## src/rtl/alu181_serial_if.sv

```systemverilog
// ---------------------------------------------------------------------------
// alu181_serial_if
//
// Purpose : bundles the request and result signals of the digit-serial
//           74181-style ALU so that a requester and the ALU share one port.
//
// Signals :
//   start                 request; the ALU samples it only while busy=0
//   a, b     [WIDTH-1:0]  operands
//   s        [3:0]        74181 function select
//   m                     1 = logic, 0 = arithmetic
//   cn_n                  active-low carry-in (0 means a carry of 1)
//   f        [WIDTH-1:0]  result
//   eq                    result is all ones (74181 A=B output)
//   g_n, p_n              active-low group generate / propagate
//   cn_out_n              active-low carry-out of the MSB
//   busy                  operation in progress
//   done                  one-cycle pulse when the results are valid
//
// Modports: master = requester, slave = ALU.
// ---------------------------------------------------------------------------
interface alu181_serial_if #(
    parameter int WIDTH = 16
);
    logic             start;
    logic [WIDTH-1:0] a;
    logic [WIDTH-1:0] b;
    logic [3:0]       s;
    logic             m;
    logic             cn_n;
    logic [WIDTH-1:0] f;
    logic             eq;
    logic             g_n;
    logic             p_n;
    logic             cn_out_n;
    logic             busy;
    logic             done;

    modport master (
        output start, a, b, s, m, cn_n,
        input  f, eq, g_n, p_n, cn_out_n, busy, done
    );

    modport slave (
        input  start, a, b, s, m, cn_n,
        output f, eq, g_n, p_n, cn_out_n, busy, done
    );
endinterface

```

## src/rtl/alu181_serial.sv

```systemverilog
// ---------------------------------------------------------------------------
// alu181_serial
//
// Purpose : digit-serial successor to the 4-bit 74181 ALU. The operands are
//           WIDTH bits wide. One DIGIT-bit slice is evaluated per clock, from
//           the LSB to the MSB, so one operation takes NDIG = WIDTH/DIGIT
//           cycles. The slice carry and the running group generate/propagate
//           terms are held in registers between cycles.
//
// Ports   :
//   clk    rising-edge clock
//   rst_n  asynchronous active-low reset
//   bus    alu181_serial_if.slave
//            in : start, a, b, s, m, cn_n (captured on an accepted start)
//            out: f, eq, g_n, p_n, cn_out_n, busy, done (all registered)
//
// Behaviour:
//   Per bit  X = a | (b & s[0]) | (~b & s[1])
//            Y = (a & ~b & s[2]) | (a & b & s[3])
//   m=0 : f = X + Y + ~cn_n, and cn_out_n = ~carry out of the MSB
//   m=1 : f = ~(X ^ Y), and cn_out_n = 1
//   p_n = ~&X. g_n = ~G, where G is the lookahead generate with
//   bit generate = Y and bit propagate = X.
//   eq  = &f.
//   f is written digit by digit while the unit runs. It is valid at done and
//   is held until the next accepted start. eq, g_n, p_n and cn_out_n change
//   only on the done edge or at reset.
// ---------------------------------------------------------------------------
module alu181_serial #(
    parameter int WIDTH = 16,
    parameter int DIGIT = 4
) (
    input  logic             clk,
    input  logic             rst_n,
    alu181_serial_if.slave   bus
);

    localparam int NDIG = WIDTH / DIGIT;
    localparam int IDXW = (NDIG > 1) ? $clog2(NDIG) : 1;
    localparam logic [IDXW-1:0] LAST_IDX = IDXW'(NDIG - 1);
    localparam logic [IDXW-1:0] IDX_ONE  = IDXW'(1);
    localparam logic [IDXW-1:0] IDX_ZERO = IDXW'(0);

    localparam logic [0:0] IDLE = 1'b0;
    localparam logic [0:0] RUN  = 1'b1;

    // X term of one digit. In arithmetic mode it is the bit propagate.
    function automatic logic [DIGIT-1:0] x_bits(
        input logic [DIGIT-1:0] av,
        input logic [DIGIT-1:0] bv,
        input logic [3:0]       sel
    );
        return av | (bv & {DIGIT{sel[0]}}) | (~bv & {DIGIT{sel[1]}});
    endfunction

    // Y term of one digit. In arithmetic mode it is the bit generate.
    function automatic logic [DIGIT-1:0] y_bits(
        input logic [DIGIT-1:0] av,
        input logic [DIGIT-1:0] bv,
        input logic [3:0]       sel
    );
        return (av & ~bv & {DIGIT{sel[2]}}) | (av & bv & {DIGIT{sel[3]}});
    endfunction

    // Digit-level {generate, propagate}. A generate in a lower bit reaches
    // the digit boundary only if every higher bit of the digit propagates.
    function automatic logic [1:0] digit_gp(
        input logic [DIGIT-1:0] xv,
        input logic [DIGIT-1:0] yv
    );
        logic g;
        logic p;
        g = 1'b0;
        p = 1'b1;
        for (int i = 0; i < DIGIT; i++) begin
            g = yv[i] | (xv[i] & g);
            p = p & xv[i];
        end
        return {g, p};
    endfunction

    // Architectural state
    logic [0:0]       state_r;
    logic [IDXW-1:0]  idx_r;
    logic [WIDTH-1:0] a_r;
    logic [WIDTH-1:0] b_r;
    logic [3:0]       s_r;
    logic             m_r;
    logic             carry_r;
    logic             g_acc_r;
    logic             p_acc_r;

    // Registered outputs
    logic [WIDTH-1:0] f_r;
    logic             eq_r;
    logic             g_n_r;
    logic             p_n_r;
    logic             cn_out_n_r;
    logic             busy_r;
    logic             done_r;

    // Slice datapath
    logic [DIGIT-1:0] a_dig_s;
    logic [DIGIT-1:0] b_dig_s;
    logic [DIGIT-1:0] x_dig_s;
    logic [DIGIT-1:0] y_dig_s;
    logic [DIGIT:0]   sum_s;
    logic [DIGIT-1:0] f_dig_s;
    logic             carry_next_s;
    logic [1:0]       gp_s;
    logic             g_next_s;
    logic             p_next_s;
    logic [WIDTH-1:0] f_merge_s;
    logic             last_s;

    // Evaluate the current digit and merge it into the running result.
    always_comb begin
        a_dig_s  = a_r[idx_r*DIGIT +: DIGIT];
        b_dig_s  = b_r[idx_r*DIGIT +: DIGIT];
        x_dig_s  = x_bits(a_dig_s, b_dig_s, s_r);
        y_dig_s  = y_bits(a_dig_s, b_dig_s, s_r);
        sum_s    = {1'b0, x_dig_s} + {1'b0, y_dig_s} + {{DIGIT{1'b0}}, carry_r};
        gp_s     = digit_gp(x_dig_s, y_dig_s);
        g_next_s = gp_s[1] | (gp_s[0] & g_acc_r);
        p_next_s = p_acc_r & gp_s[0];
        if (m_r) begin
            // Logic mode has no carry chain, so the carry is left untouched.
            f_dig_s      = ~(x_dig_s ^ y_dig_s);
            carry_next_s = carry_r;
        end else begin
            f_dig_s      = sum_s[DIGIT-1:0];
            carry_next_s = sum_s[DIGIT];
        end
        f_merge_s = f_r;
        f_merge_s[idx_r*DIGIT +: DIGIT] = f_dig_s;
        last_s    = (idx_r == LAST_IDX);
    end

    // Control FSM: capture on start, then one digit per cycle, then publish.
    always_ff @(posedge clk or negedge rst_n) begin
        if (!rst_n) begin
            state_r    <= IDLE;
            idx_r      <= IDX_ZERO;
            a_r        <= {WIDTH{1'b0}};
            b_r        <= {WIDTH{1'b0}};
            s_r        <= 4'b0000;
            m_r        <= 1'b0;
            carry_r    <= 1'b0;
            g_acc_r    <= 1'b0;
            p_acc_r    <= 1'b1;
            f_r        <= {WIDTH{1'b0}};
            eq_r       <= 1'b0;
            g_n_r      <= 1'b1;
            p_n_r      <= 1'b1;
            cn_out_n_r <= 1'b1;
            busy_r     <= 1'b0;
            done_r     <= 1'b0;
        end else begin
            done_r <= 1'b0;
            case (state_r)
                IDLE: begin
                    if (bus.start) begin
                        a_r     <= bus.a;
                        b_r     <= bus.b;
                        s_r     <= bus.s;
                        m_r     <= bus.m;
                        carry_r <= ~bus.cn_n;
                        g_acc_r <= 1'b0;
                        p_acc_r <= 1'b1;
                        idx_r   <= IDX_ZERO;
                        busy_r  <= 1'b1;
                        state_r <= RUN;
                    end
                end
                RUN: begin
                    f_r     <= f_merge_s;
                    carry_r <= carry_next_s;
                    g_acc_r <= g_next_s;
                    p_acc_r <= p_next_s;
                    idx_r   <= idx_r + IDX_ONE;
                    if (last_s) begin
                        cn_out_n_r <= m_r ? 1'b1 : ~carry_next_s;
                        g_n_r      <= ~g_next_s;
                        p_n_r      <= ~p_next_s;
                        eq_r       <= &f_merge_s;
                        done_r     <= 1'b1;
                        busy_r     <= 1'b0;
                        idx_r      <= IDX_ZERO;
                        state_r    <= IDLE;
                    end
                end
                default: begin
                    state_r <= IDLE;
                    busy_r  <= 1'b0;
                    idx_r   <= IDX_ZERO;
                end
            endcase
        end
    end

    assign bus.f        = f_r;
    assign bus.eq       = eq_r;
    assign bus.g_n      = g_n_r;
    assign bus.p_n      = p_n_r;
    assign bus.cn_out_n = cn_out_n_r;
    assign bus.busy     = busy_r;
    assign bus.done     = done_r;

endmodule

```

## src/flat_wrapper.sv

```systemverilog
// flat-port wrapper written by rule: the top's interface ports become plain ports
module alu181_serial_flat 
#(
    parameter int WIDTH = 16,
    parameter int DIGIT = 4
)
  (clk, rst_n, bus_start, bus_a, bus_b, bus_s, bus_m, bus_cn_n, bus_f, bus_eq, bus_g_n, bus_p_n, bus_cn_out_n, bus_busy, bus_done);
  alu181_serial_if #(.WIDTH(WIDTH)) bus_i ();
  input  logic clk;
  input  logic rst_n;
  input wire logic [$bits(bus_i.start)-1:0] bus_start;
  input wire logic [$bits(bus_i.a)-1:0] bus_a;
  input wire logic [$bits(bus_i.b)-1:0] bus_b;
  input wire logic [$bits(bus_i.s)-1:0] bus_s;
  input wire logic [$bits(bus_i.m)-1:0] bus_m;
  input wire logic [$bits(bus_i.cn_n)-1:0] bus_cn_n;
  output wire logic [$bits(bus_i.f)-1:0] bus_f;
  output wire logic [$bits(bus_i.eq)-1:0] bus_eq;
  output wire logic [$bits(bus_i.g_n)-1:0] bus_g_n;
  output wire logic [$bits(bus_i.p_n)-1:0] bus_p_n;
  output wire logic [$bits(bus_i.cn_out_n)-1:0] bus_cn_out_n;
  output wire logic [$bits(bus_i.busy)-1:0] bus_busy;
  output wire logic [$bits(bus_i.done)-1:0] bus_done;
  assign bus_i.start = bus_start;
  assign bus_i.a = bus_a;
  assign bus_i.b = bus_b;
  assign bus_i.s = bus_s;
  assign bus_i.m = bus_m;
  assign bus_i.cn_n = bus_cn_n;
  assign bus_f = bus_i.f;
  assign bus_eq = bus_i.eq;
  assign bus_g_n = bus_i.g_n;
  assign bus_p_n = bus_i.p_n;
  assign bus_cn_out_n = bus_i.cn_out_n;
  assign bus_busy = bus_i.busy;
  assign bus_done = bus_i.done;
  alu181_serial #(.WIDTH(WIDTH), .DIGIT(DIGIT)) u_core (.clk(clk), .rst_n(rst_n), .bus(bus_i));
endmodule
```

## config.mk

```make
export PLATFORM = sky130hd
export DESIGN_NAME = alu181_serial_flat
export DESIGN_NICKNAME = d
export VERILOG_FILES = /design/src/rtl/alu181_serial_if.sv /design/src/rtl/alu181_serial.sv /design/src/flat_wrapper.sv
export SDC_FILE = /design/constraint.sdc
export NUM_CORES = 1
export LEC_CHECK = 0
export CAP_MARGIN = 25
export CORE_ASPECT_RATIO = 2
export CORE_MARGIN = 4
export CORE_UTILIZATION = 55
export DETAILED_ROUTE_END_ITERATION = 8
export PLACE_DENSITY = 0.81
export SYNTH_ARGS = -nofsm -noshare
export SYNTH_HDL_FRONTEND = slang
export SYNTH_SLANG_ARGS = --single-unit
```

## constraint.sdc

```tcl
create_clock -name clk -period 11.15 [get_ports clk]
set_clock_uncertainty 0.2 [all_clocks]
set_input_delay 1.115 -clock clk [delete_from_list [all_inputs] [get_ports clk]]
set_output_delay 1.115 -clock clk [all_outputs]
set_load 0.05 [all_outputs]
```

==> impl_metrics.csv <==
group,metric,value,unit
floorplan,ioPinCount,63,
synthesis,synth_edf_count,0,
worst_setup_path,worst_ep_required_time,11.19,ns
job,drv_cap,0,
routing,drt_iter0_drc,120,
sta,hold_violations,0,
synthesis,synth.distinct_cells,43,
floorplan,dieArea,0.00750,mm2
sta,worst_slew_pin_slew,1.03,ns
final_layout,layout_common_cells,"clkdlybuf4s50_1, dfrtp_1, mux2_2, nand2_1, o21ai_0",
sta,fin_crit_sh,37.6,%
synthesis,synth_compound_area_share,10.8,%
run_status,status,"completed",
global_routing,grt_pass1_vias,2630,
global_routing,grt_pass1_wl,12400,um
clocking,clk_path_buf_depth,2,
clocking,htreeDepth,3,
clocking,numCtsBuffers,9,
final_layout,area_growth,27.5,%
routing,drc,0,
routing,wl,7590,um
worst_hold_path,hold_path.class,"register to register",
worst_setup_path,path_class,"register to register",
floorplan,coreArea,0.00596,mm2
routing,ant_nets,0,
clocking,cts_tree,"done",
sta,slew_headroom,31.4,%
worst_setup_path,crit_chain,"mux4_1 -> a211o_2 -> fa_1 -> inv_1 -> fa_1 -> mux2i_1 -> a32oi_1 -> o21ai_0 -> nand4_1 -> o31ai_1",
synthesis,synth-seq-area-share,48.6,%
sta,tns,0,ns
global_routing,antenna_found_initial,0,
synthesis,ys.flop_type,"dfrtp_1",
clocking,cts_root_buffer,"clkbuf_16",
final_layout,nets,402,
floorplan,start_util,56.4,%
synthesis,synthXorXnorAreaFrac,0.782,%
placed_design,hpwl,5730,um
placed_design,port_buffers,62,
routing,viasPerCell,5.97,
worst_setup_path,timing.critical_path.mode_cell,"fa_1",
worst_setup_path,critPathMaxStageDelay,0.77,ns
synthesis,synth_top_family_by_area,"multiplexers",
worst_setup_path,cp_slowest_cell,"dfrtp_1",
final_layout,drive_gt1_share,20.7,%
clocking,cts_setup_buffers,0,
global_routing,track_usage,21.9,%
global_routing,grt_overflow,0,
final_layout,antenna_cells,0,
synthesis,syn_nets,338,
sta,final.min_clock_period,4.19,ns
synthesis,synth-async-reset-ratio,100,%
synthesis,yosysWarnings,0,
worst_setup_path,start_kind,"register",
routing,num_vias,2485,
floorplan,die_y,119,um
routing,drt_pass1_iterations,4,
sta,rsz0062_at_grt,"no",
worst_setup_path,arrival,4.23,ns
synthesis,netlist_instances,285,
worst_setup_path,end_kind,"register",
clocking,worst_setup_hold_path_clk_slew,0.05,ns
clocking,clock-sinks,65,
floorplan,fp.dieW,63.3,um
sta,clock.fmax,239,MHz
clocking,clock_latency,0.33,ns
global_routing,grt_max_degree,66,
synthesis,synthAdderAreaFrac,4.92,%
synthesis,muxShareOfSynthArea,21.0,%
clocking,cts_resized,0,
clocking,hold_buffers,0,
worst_setup_path,crit_buf_inv,1,
sta,maxSlewViolCount,0,
sta,finalSetupViolCount,0,
worst_setup_path,crit_family,"multiplexers",
synthesis,ys_ff_latch,65,
worst_setup_path,crit_fanout,16,
synthesis,synthSimpleGateAreaFrac,10.2,%
routing,wl_per_cell,18.3,um
synthesis,avgSynthCellArea,11.8,um2
synthesis,synth_area,0.00336,mm2
placed_design,place_congestion,0.958,
floorplan,fp-row-count,40,
==> stage by stage <==
step	area (um2)	utilization, %	hold slack, ns	worst slack [ns]	cells
floorplan	3360	-	0.265	7.58	285
global placement	4020	67.5	0.265	7.07	401
global route	4280	71.9	0.314	6.70	416
detailed placement	4020	67.5	0.275	6.99	401
finish	4280	71.9	0.283	6.96	416
CTS	4280	71.9	0.287	6.98	416
==> worst paths after layout <==
| check | startpoint | slack, ns | to | depth (start not counted) |
|---|---|---|---|---|
| worst max-delay path | u_core.idx_r[0]$_DFFE_PN0P_ | 6.96 | u_core.bus.eq$_DFFE_PN0P_ | 10 |
| worst min-delay path | u_core.bus.eq$_DFFE_PN0P_ | 0.28 | u_core.bus.eq$_DFFE_PN0P_ | 2 |
| worst max register to register | u_core.idx_r[0]$_DFFE_PN0P_ | 6.96 | u_core.bus.eq$_DFFE_PN0P_ | 10 |
| max in group asynchronous | rst_n | 9.46 | u_core.bus.f[7]$_DFFE_PN0P_ | 2 |
| min in group asynchronous | rst_n | 0.74 | u_core.bus.f[10]$_DFFE_PN0P_ | 2 |
| worst min register to register | u_core.bus.eq$_DFFE_PN0P_ | 0.28 | u_core.bus.eq$_DFFE_PN0P_ | 2 |
==> flip-flops by register name, summed over array words and instances (netlist names), 2 cells and up <==
name / count
u_core.b_r: 16
u_core.bus.f: 16
u_core.s_r: 4
u_core.a_r: 16
u_core.idx_r: 2
==> logic make-up after synthesis <==
| logic type | after synthesis |
|---|---|
| AND/OR/NAND/NOR | 69 |
| flip-flops | 65 |
| AO/OA/AOI/OAI | 54 |
| multiplexers | 53 |
| buffers and inverters | 29 |
| adder cells (fa/ha/maj) | 12 |
| XOR/XNOR | 3 |
==> worst min-delay path, cell delays in order, from the launching register on <==
cell	delay, ns
dfrtp_1	0.34
nand2_1	0.05
o31ai_1	0.06
==> metal layers <==
metal  track usage [%]  routed length (um)  part of all wire [%]  up-vias
met5                 0                   0                     0        -
met4              15.4                 378                   5.0        0
met3              4.66                 298                   3.9       24
met2              39.8                4360                    57       78
met1              21.2                2550                    34     1225
li1                  -                   -                     -     1158
==> cell usage after synthesis (5+ instances only) <==
master,n,share of area [%]
o21ai_0,23,3.4
nor2_1,10,1.1
clkbuf_1,9,1.0
nand3_1,5,0.74
mux2_2,38,13
ha_1,10,3.7
inv_1,18,2.0
nand2_1,33,3.7
a32o_1,5,1.5
dfrtp_1,61,45
mux2i_1,6,1.8
mux4_1,6,4.7
==> layout make-up <==
class                   instances  area (um2)
clock buffers                  11         243
multi-input cells             191        1610
flip-flops and latches         65        1630
inverters                      18        67.6
fillers                       424        1670
well taps                      63        78.8
clock inverters                 4        20.0
repair buffers                 64         631
Power is left out: the tool's default activity adds up to more than one toggle a clock period on the data nets, which glitch-free logic cannot reach.
